[config.mk]
export PLATFORM = sky130hd
export DESIGN_NAME = inv_addkey_mixcol
export DESIGN_NICKNAME = d
export VERILOG_FILES = /design/src/rtl/inv_addkey_mixcol.sv
export SDC_FILE = /design/constraint.sdc
export NUM_CORES = 1
export LEC_CHECK = 0
export CAP_MARGIN = 20
export CORE_MARGIN = 1
export CORE_UTILIZATION = 47
export CTS_BUF_LIST = sky130_fd_sc_hd__clkbuf_4
export DETAILED_ROUTE_END_ITERATION = 12
export GPL_ROUTABILITY_DRIVEN = 0
export PLACE_DENSITY = 0.83
export SYNTH_ARGS = -nofsm -noshare
export SYNTH_HDL_FRONTEND = slang
export SYNTH_SLANG_ARGS = --single-unit
[constraint.sdc]
create_clock -name clk -period 3.8 [get_ports clk]
set_input_delay 0.38 -clock clk [delete_from_list [all_inputs] [get_ports clk]]
set_output_delay 0.38 -clock clk [all_outputs]
set_load 0.02 [all_outputs]
[src/rtl/inv_addkey_mixcol.sv]
// ============================================================================
// Module      : inv_addkey_mixcol
// Description : AES-128 inverse-round stage that applies AddRoundKey and then
//               InvMixColumns (skipped on the final round).
//               INV_MIX_PARALLEL_EN: transform all four columns in one cycle
//               instead of one column per cycle.
// Revision    : 1.0 - initial release
// ============================================================================
`default_nettype none

module inv_addkey_mixcol (
   input  logic         clk,
   input  logic         rst_n,
   input  logic         in_valid,
   output logic         in_ready,
   input  logic [127:0] state_in,
   input  logic [127:0] round_key,
   input  logic         last_round,
   output logic         out_valid,
   input  logic         out_ready,
   output logic [127:0] state_out,
   output logic         busy
);

   typedef enum logic [1:0] {
      ST_IDLE = 2'd0,
      ST_MIX  = 2'd1,
      ST_DONE = 2'd2
   } state_t;

   state_t       r_state;
   logic [127:0] r_work;
   logic         r_skip;
   logic         r_out_valid;
   logic         r_busy;
   logic [127:0] w_mixed;
   logic         w_last_col;

   function automatic logic [7:0] xtime(input logic [7:0] x);
      return {x[6:0], 1'b0} ^ (x[7] ? 8'h1B : 8'h00);
   endfunction

   function automatic logic [31:0] inv_mix_col(input logic [31:0] col);
      logic [7:0] a [4];
      logic [7:0] m9 [4];
      logic [7:0] mb [4];
      logic [7:0] md [4];
      logic [7:0] me [4];
      logic [7:0] x2, x4, x8;
      for (int i = 0; i < 4; i++) begin
         a[i]  = col[31-8*i -: 8];
         x2    = xtime(a[i]);
         x4    = xtime(x2);
         x8    = xtime(x4);
         m9[i] = x8 ^ a[i];
         mb[i] = x8 ^ x2 ^ a[i];
         md[i] = x8 ^ x4 ^ a[i];
         me[i] = x8 ^ x4 ^ x2;
      end
      return {me[0] ^ mb[1] ^ md[2] ^ m9[3],
              m9[0] ^ me[1] ^ mb[2] ^ md[3],
              md[0] ^ m9[1] ^ me[2] ^ mb[3],
              mb[0] ^ md[1] ^ m9[2] ^ me[3]};
   endfunction

`ifdef INV_MIX_PARALLEL_EN
   for (genvar c = 0; c < 4; c++) begin : g_col
      assign w_mixed[127-32*c -: 32] = inv_mix_col(r_work[127-32*c -: 32]);
   end
   assign w_last_col = 1'b1;
`else
   logic [1:0]  r_col;
   logic [31:0] w_col_in;
   logic [31:0] w_col_out;

   // One shared column unit; the selected column is spliced back into the word.
   always_comb begin
      w_col_in = r_work[127:96];
      case (r_col)
         2'd0: w_col_in = r_work[127:96];
         2'd1: w_col_in = r_work[95:64];
         2'd2: w_col_in = r_work[63:32];
         2'd3: w_col_in = r_work[31:0];
      endcase
   end

   assign w_col_out = inv_mix_col(w_col_in);

   always_comb begin
      w_mixed = r_work;
      case (r_col)
         2'd0: w_mixed = {w_col_out, r_work[95:0]};
         2'd1: w_mixed = {r_work[127:96], w_col_out, r_work[63:0]};
         2'd2: w_mixed = {r_work[127:64], w_col_out, r_work[31:0]};
         2'd3: w_mixed = {r_work[127:32], w_col_out};
      endcase
   end

   assign w_last_col = (r_col == 2'd3);
`endif

   always_ff @(posedge clk or negedge rst_n) begin
      if (!rst_n) begin
         r_state     <= ST_IDLE;
         r_work      <= '0;
         r_skip      <= 1'b0;
         r_out_valid <= 1'b0;
         r_busy      <= 1'b0;
`ifndef INV_MIX_PARALLEL_EN
         r_col       <= 2'd0;
`endif
      end else begin
         case (r_state)
            ST_IDLE: begin
               if (in_valid) begin
                  r_work <= state_in ^ round_key;
                  r_skip <= last_round;
                  r_busy <= 1'b1;
`ifndef INV_MIX_PARALLEL_EN
                  r_col  <= 2'd0;
`endif
                  if (last_round) begin
                     r_state     <= ST_DONE;
                     r_out_valid <= 1'b1;
                  end else begin
                     r_state     <= ST_MIX;
                  end
               end
            end
            ST_MIX: begin
               if (r_skip) begin
                  r_state     <= ST_DONE;
                  r_out_valid <= 1'b1;
               end else begin
                  r_work <= w_mixed;
`ifndef INV_MIX_PARALLEL_EN
                  r_col  <= r_col + 2'd1;
`endif
                  if (w_last_col) begin
                     r_state     <= ST_DONE;
                     r_out_valid <= 1'b1;
                  end
               end
            end
            ST_DONE: begin
               if (out_ready) begin
                  r_state     <= ST_IDLE;
                  r_out_valid <= 1'b0;
                  r_busy      <= 1'b0;
               end
            end
            default: begin
               r_state     <= ST_IDLE;
               r_out_valid <= 1'b0;
               r_busy      <= 1'b0;
            end
         endcase
      end
   end

   // Gated by rst_n so the block never advertises readiness while held in reset.
   assign in_ready  = (r_state == ST_IDLE) && rst_n;
   assign out_valid = r_out_valid;
   assign busy      = r_busy;
   assign state_out = r_work;

endmodule

`default_nettype wire
-- After elaboration in Yosys (flattened, before gate mapping)
Index checks and enable logic that the tools add are counted.
- flip-flop bits (word level): 135
- input bits: 261
- output and inout bits: 131
- word-level logic and storage cells: 121
- $add $sub $neg: 1
- equal/unequal tests: 14
- mux-type cells: 34
- bitwise gates (word level): 50
- reductions and logical operators: 13
- operator list (operator ; count):
    128-bit case mux with 4 select lines ; 1
    8-bit XOR ; 36
    128-bit two-way mux ; 2
    128-bit case mux with 2 select lines ; 1
    32-bit case mux with 4 select lines ; 1
    128-bit XOR ; 1
    8-bit by 5-bit XOR with 8-bit output ; 12
    5-bit two-way mux ; 12
    6-bit AND reduction ; 4
    2-bit inequality test, second input constant ; 8
    2-bit two-way mux ; 7
    3-bit AND reduction ; 3
    2-bit equality test, second input constant ; 3
    1-bit two-way mux ; 6
    1-bit case mux with 3 select lines ; 2
    2-bit case mux with 3 select lines ; 1
    2-bit by 1-bit equality test with 1-bit output, second input constant ; 2
    2-bit logical NOT ; 2
    2-bit case mux with 2 select lines ; 1
    4-bit AND reduction ; 1
    3-bit inequality test, second input constant ; 1
    2-bit by 1-bit adder with 2-bit output, second input constant ; 1
    2-bit AND reduction ; 1
    2-bit nonzero test ; 1
    other kinds (2) ; 2

-- Logic depth before layout (Yosys ltp)
- depth after elaboration: 16
- mapped depth: 14
- depth with buffers taken out: 10

-- Least setup slack after synthesis
Ideal clock, no wire load.
- path kind: register -> register
- from: reg r_col[1]
- to: reg r_work[12], in the netlist state_out[12]
- library setup time: 133 ps
- data arrival time: 3171 ps
- data required time: 3667 ps
- path slack: 497 ps
- stages on the path, launching flop included: 12
- path buffers: 1
- clock period less this slack: 3303 ps
- cells stage by stage: dfrtp_1 inv_1 ha_1 buf_2 a222oi_1 xnor2_1 xnor2_1 o21ai_1 xnor3_1 xnor2_1 xor2_1 o21ai_0
- longest elaborated chain between the ends: 14
- elaborated cells between the ends (all ways): 45
- those cells by class: eq/ne (6); mux (15); bitwise (22); reduce/logical (2)
- ends and longest elaborated chain (element ; line ; text):
    from (decl) ; 72 ; logic [1:0] r_col;
    from (signal assigned) ; 137 ; r_col <= r_col + 2'd1;
    2-bit equality test (tied with other cells) ; 79 ; case (r_col)
    32-bit case mux with 4 select lines ; 79 ;
    8-bit by 5-bit XOR with 8-bit output ; 40 ; return {x[6:0], 1'b0} ^ (x[7] ? 8'h1B : 8'h00);
    5-bit two-way mux or 8-bit by 5-bit XOR with 8-bit output (tied branches) ; 40 ;
    8-bit by 5-bit XOR with 8-bit output or 5-bit two-way mux (tied branches) ; 40 ;
    8-bit by 5-bit XOR with 8-bit output ; 40 ;
    8-bit XOR (2 in series) ; 57 ; md[i] = x8 ^ x4 ^ a[i];
    8-bit XOR (3 in series) ; 62 ; md[0] ^ m9[1] ^ me[2] ^ mb[3],
    128-bit case mux with 4 select lines ; 91 ; case (r_col)
    128-bit two-way mux ; 131 ; if (r_skip) begin
    128-bit case mux with 2 select lines ; 113 ; case (r_state)
    to (signal assigned) ; 116 ; r_work <= state_in ^ round_key;
    to (signal assigned) ; 135 ; r_work <= w_mixed;
    to (decl) ; 32 ; logic [127:0] r_work;
Parallel ways exist; a longest one is shown, timed or not. The select of a mux whose other input is x is not followed.
A chain may end at the register's enable or synchronous reset.

-- Final worst setup path
- from: reg r_col[1]
- to: reg r_work[91], in the netlist state_out[91]
- longest elaborated chain between the ends: 14
- elaborated cells between the ends (all ways): 44
- those cells by class: eq/ne (6); mux (14); bitwise (22); reduce/logical (2)
- ends and longest elaborated chain (element ; line ; text):
    2-bit equality test (tied with other cells) ; 79, 91 ;
    32-bit case mux with 4 select lines ; 79 ;
    5-bit two-way mux or 8-bit by 5-bit XOR with 8-bit output (tied branches) ; 40 ;
    8-bit by 5-bit XOR with 8-bit output ; 40 ;
    8-bit by 5-bit XOR with 8-bit output or 5-bit two-way mux (tied branches) ; 40 ;
    8-bit by 5-bit XOR with 8-bit output ; 40 ;
    8-bit XOR, on equally long branches (2 in series) ; 58, 56 ;
    8-bit XOR (3 in series) ; 60 ; return {me[0] ^ mb[1] ^ md[2] ^ m9[3],
    128-bit case mux with 4 select lines ; 91 ;
    128-bit two-way mux ; 131 ;
    128-bit case mux with 2 select lines ; 113 ;
Parallel ways exist; a longest one is shown, timed or not. The select of a mux whose other input is x is not followed.

==> impl_metrics.env <==
export IMPL_synth_largest_area_cell="dfrtp_1"
export IMPL_drc_errors=0
export IMPL_die_area_sq_um=24250
export IMPL_fin_tns_setup_ns=0
export IMPL_synth_top_area_frac=0.3041
export IMPL_grt_first_pass_wirelength_microns=68420
export IMPL_drt_iter0_drc=1217
export IMPL_cts_made_buffers=17
export IMPL_syn_to_final_growth_pct=41.86
export IMPL_synth_nets=1579
export IMPL_die_w_microns=155.7
export IMPL_place_hpwl_microns=35580
export IMPL_first_pass_iters=9
export IMPL_arrival_ns=4.07
export IMPL_rows=55
export IMPL_cts_buffer_depth=2
export IMPL_nets=1934
export IMPL_htreeDepth=4
export IMPL_clkSlewWorstSetupHoldPaths_ns=0.12
export IMPL_cts_tree="yes"
export IMPL_ys_seq_area_frac=0.3041
export IMPL_tightest_slew_ns=1.076
export IMPL_wirelength_microns=45480
export IMPL_netlist_area_sq_um=11110
export IMPL_skew_ns=0.03871
export IMPL_period_minus_slack_ns=3.679
export IMPL_cp_start_kind="flip-flop"
export IMPL_antenna_found_initial=3
export IMPL_clock_fmax_mhz=271.8
export IMPL_layout_drive_gt1_share=0.06365
export IMPL_slew_headroom=0.2808
export IMPL_cts_setup_buffers=0
export IMPL_nFillCells=1833
export IMPL_slowest_delay_ns=0.58
export IMPL_synth_area_per_cell_sq_um=8.460
export IMPL_die_h_microns=155.7
export IMPL_finalSetupViolations=0
export IMPL_cpMaxStageDelayCell="xnor2_1"
export IMPL_cp_required_ns=4.19
export IMPL_hold_viol=0
export IMPL_crit_top_cell="xnor2_1"
export IMPL_grt_pass1_vias=11790
export IMPL_yosys_warnings=0
export IMPL_viasPerCell=5.954
export IMPL_io_buffers=391
export IMPL_clock_sinks=135
export IMPL_yosys_top_cells_area="dfrtp_1, xnor2_1, xor2_1"
export IMPL_setup_worst_path_class="reg2reg"
export IMPL_drv_slew=0
export IMPL_syn_inst=1313
export IMPL_clock_latency_ns=0.58
export IMPL_num_vias=11880
export IMPL_antenna_left=0
export IMPL_status="complete, no violations"
export IMPL_cp_end_kind="flip-flop"
export IMPL_ys_types=34
export IMPL_fin_util=0.6876
export IMPL_final_cell_mix="clkdlybuf4s50_1, xnor2_1, o21ai_0, dfrtp_1, xor2_1"
export IMPL_hold_path_class="in2async"
export IMPL_cts_root_buf="clkbuf_4"
export IMPL_fin_crit_sh=0.9682
export IMPL_core_area_sq_um=22920
export IMPL_grt_overflow_total=0
export IMPL_worstPathCellList="inv_1 > ha_1 > buf_4 > a222oi_1 > buf_4 > xnor2_1 > o21ai_0 > xnor2_1 > xnor2_1 > xnor2_1 > xnor2_1 > o21ai_0"
export IMPL_grt_total_usage=0.3769
export IMPL_ff2ff_path_depth=12
export IMPL_boundaryPins=392
export IMPL_wire_per_inst_microns=22.78
export IMPL_final_common_cell="clkdlybuf4s50_1"
export IMPL_path_max_fanout=23
export IMPL_drv_cap=0
export IMPL_start_util=0.4847
export IMPL_rsz0062_at_grt="no"
export IMPL_grt_max_degree=86
export IMPL_synth_seq_cells=135
Yosys cell counts:
cell type and n:
a21o_1 2, xor2_2 2, a21oi_1 127, o21ai_2 1
mux2i_1 13, xnor3_1 2, a222oi_1 32, buf_1 5
buf_6 1, nand2_1 77, buf_2 15, inv_1 6
nand3_1 4, o2bb2ai_1 1, ha_1 5, o21ai_0 151
o21ai_1 9, inv_2 1, nor3_1 89, and3_1 3
nand2b_1 3, nor2b_1 1, a22o_1 3, nand3b_1 2
xor2_1 130, clkbuf_1 94, mux2i_4 1, a22oi_1 42
and2_1 1, mux2_2 2, xnor2_1 302, o22ai_1 2
dfrtp_1 135, nor2_1 49
sequential cells by signal (all words and copies together), names as in the netlist:
register and count:
r_state 2, out_valid 1, r_skip 1, busy 1
r_col 2, state_out 128
area by class of cell:
class / count / area, sq um / share of cell area
diodes: 2 / 5.005 / 0.0003176
clock buffers: 17 / 127.6 / 0.008099
well taps: 313 / 391.6 / 0.02485
multi-input cells: 1056 / 7296 / 0.4630
inverters: 7 / 26.28 / 0.001667
clock inverters: 15 / 152.6 / 0.009687
repair buffers: 451 / 4380 / 0.2780
flip-flops and latches: 135 / 3378 / 0.2144
per-stage QoR:
step           instances  hold slack (ns)  worst slack [ns]  instance area [sq um]
2_1_floorplan       1313          0.08441            0.4966                  11110
3_3_place_gp        1961           0.3567            0.2286                  15430
3_5_place_dp        1961           0.3643            0.1311                  15430
4_1_cts             1994           0.3142            0.1202                  15720
5_1_grt             1996           0.3430          0.001929                  15760
6_report            1996           0.3227            0.1208                  15760
final timing paths:
check	startpoint	endpoint	slack, ns
max	r_col[1]	state_out[91]	0.12
min	rst_n	state_out[121]	0.32
max reg2reg	r_col[1]	state_out[91]	0.12
min reg2reg	state_out[81]	state_out[81]	0.54
max in group asynchronous	rst_n	state_out[29]	2.37
min in group clk	last_round	r_skip	0.51
cell families after synthesis:
kind of cell	synth area share
flops	0.3041
xor+xnor	0.3476
compound gates	0.1929
buf+inv	0.04359
fa+ha+maj	0.005632
mux	0.01577
simple gates	0.09034
what timing repair did:
item                       4_1_cts  5_1_grt
resized for setup                0        4
hold endpoints to repair        48        0
hold buffers                     1        0
setup endpoints to repair        0       19
critical path: cells and delay by family, from the launching register on:
kind                     cells  cell delay, ns
buffers and inverters        3            0.62
flip-flops                   1            0.44
adder cells (fa/ha/maj)      1            0.21
AO/OA/AOI/OAI                3            0.65
XOR/XNOR                     5            1.59
layer usage:
metal / part of all wire / wire length (microns) / track usage
met1: 0.34 / 15570 / 0.4280
met2: 0.48 / 21690 / 0.6368
met3: 0.11 / 5066 / 0.09417
met4: 0.069 / 3135 / 0.2334
met5: 0.00029 / 13 / 0
Power is not shown: default switching activity piles up to over one toggle a cycle in this logic, so the estimate is an artifact.
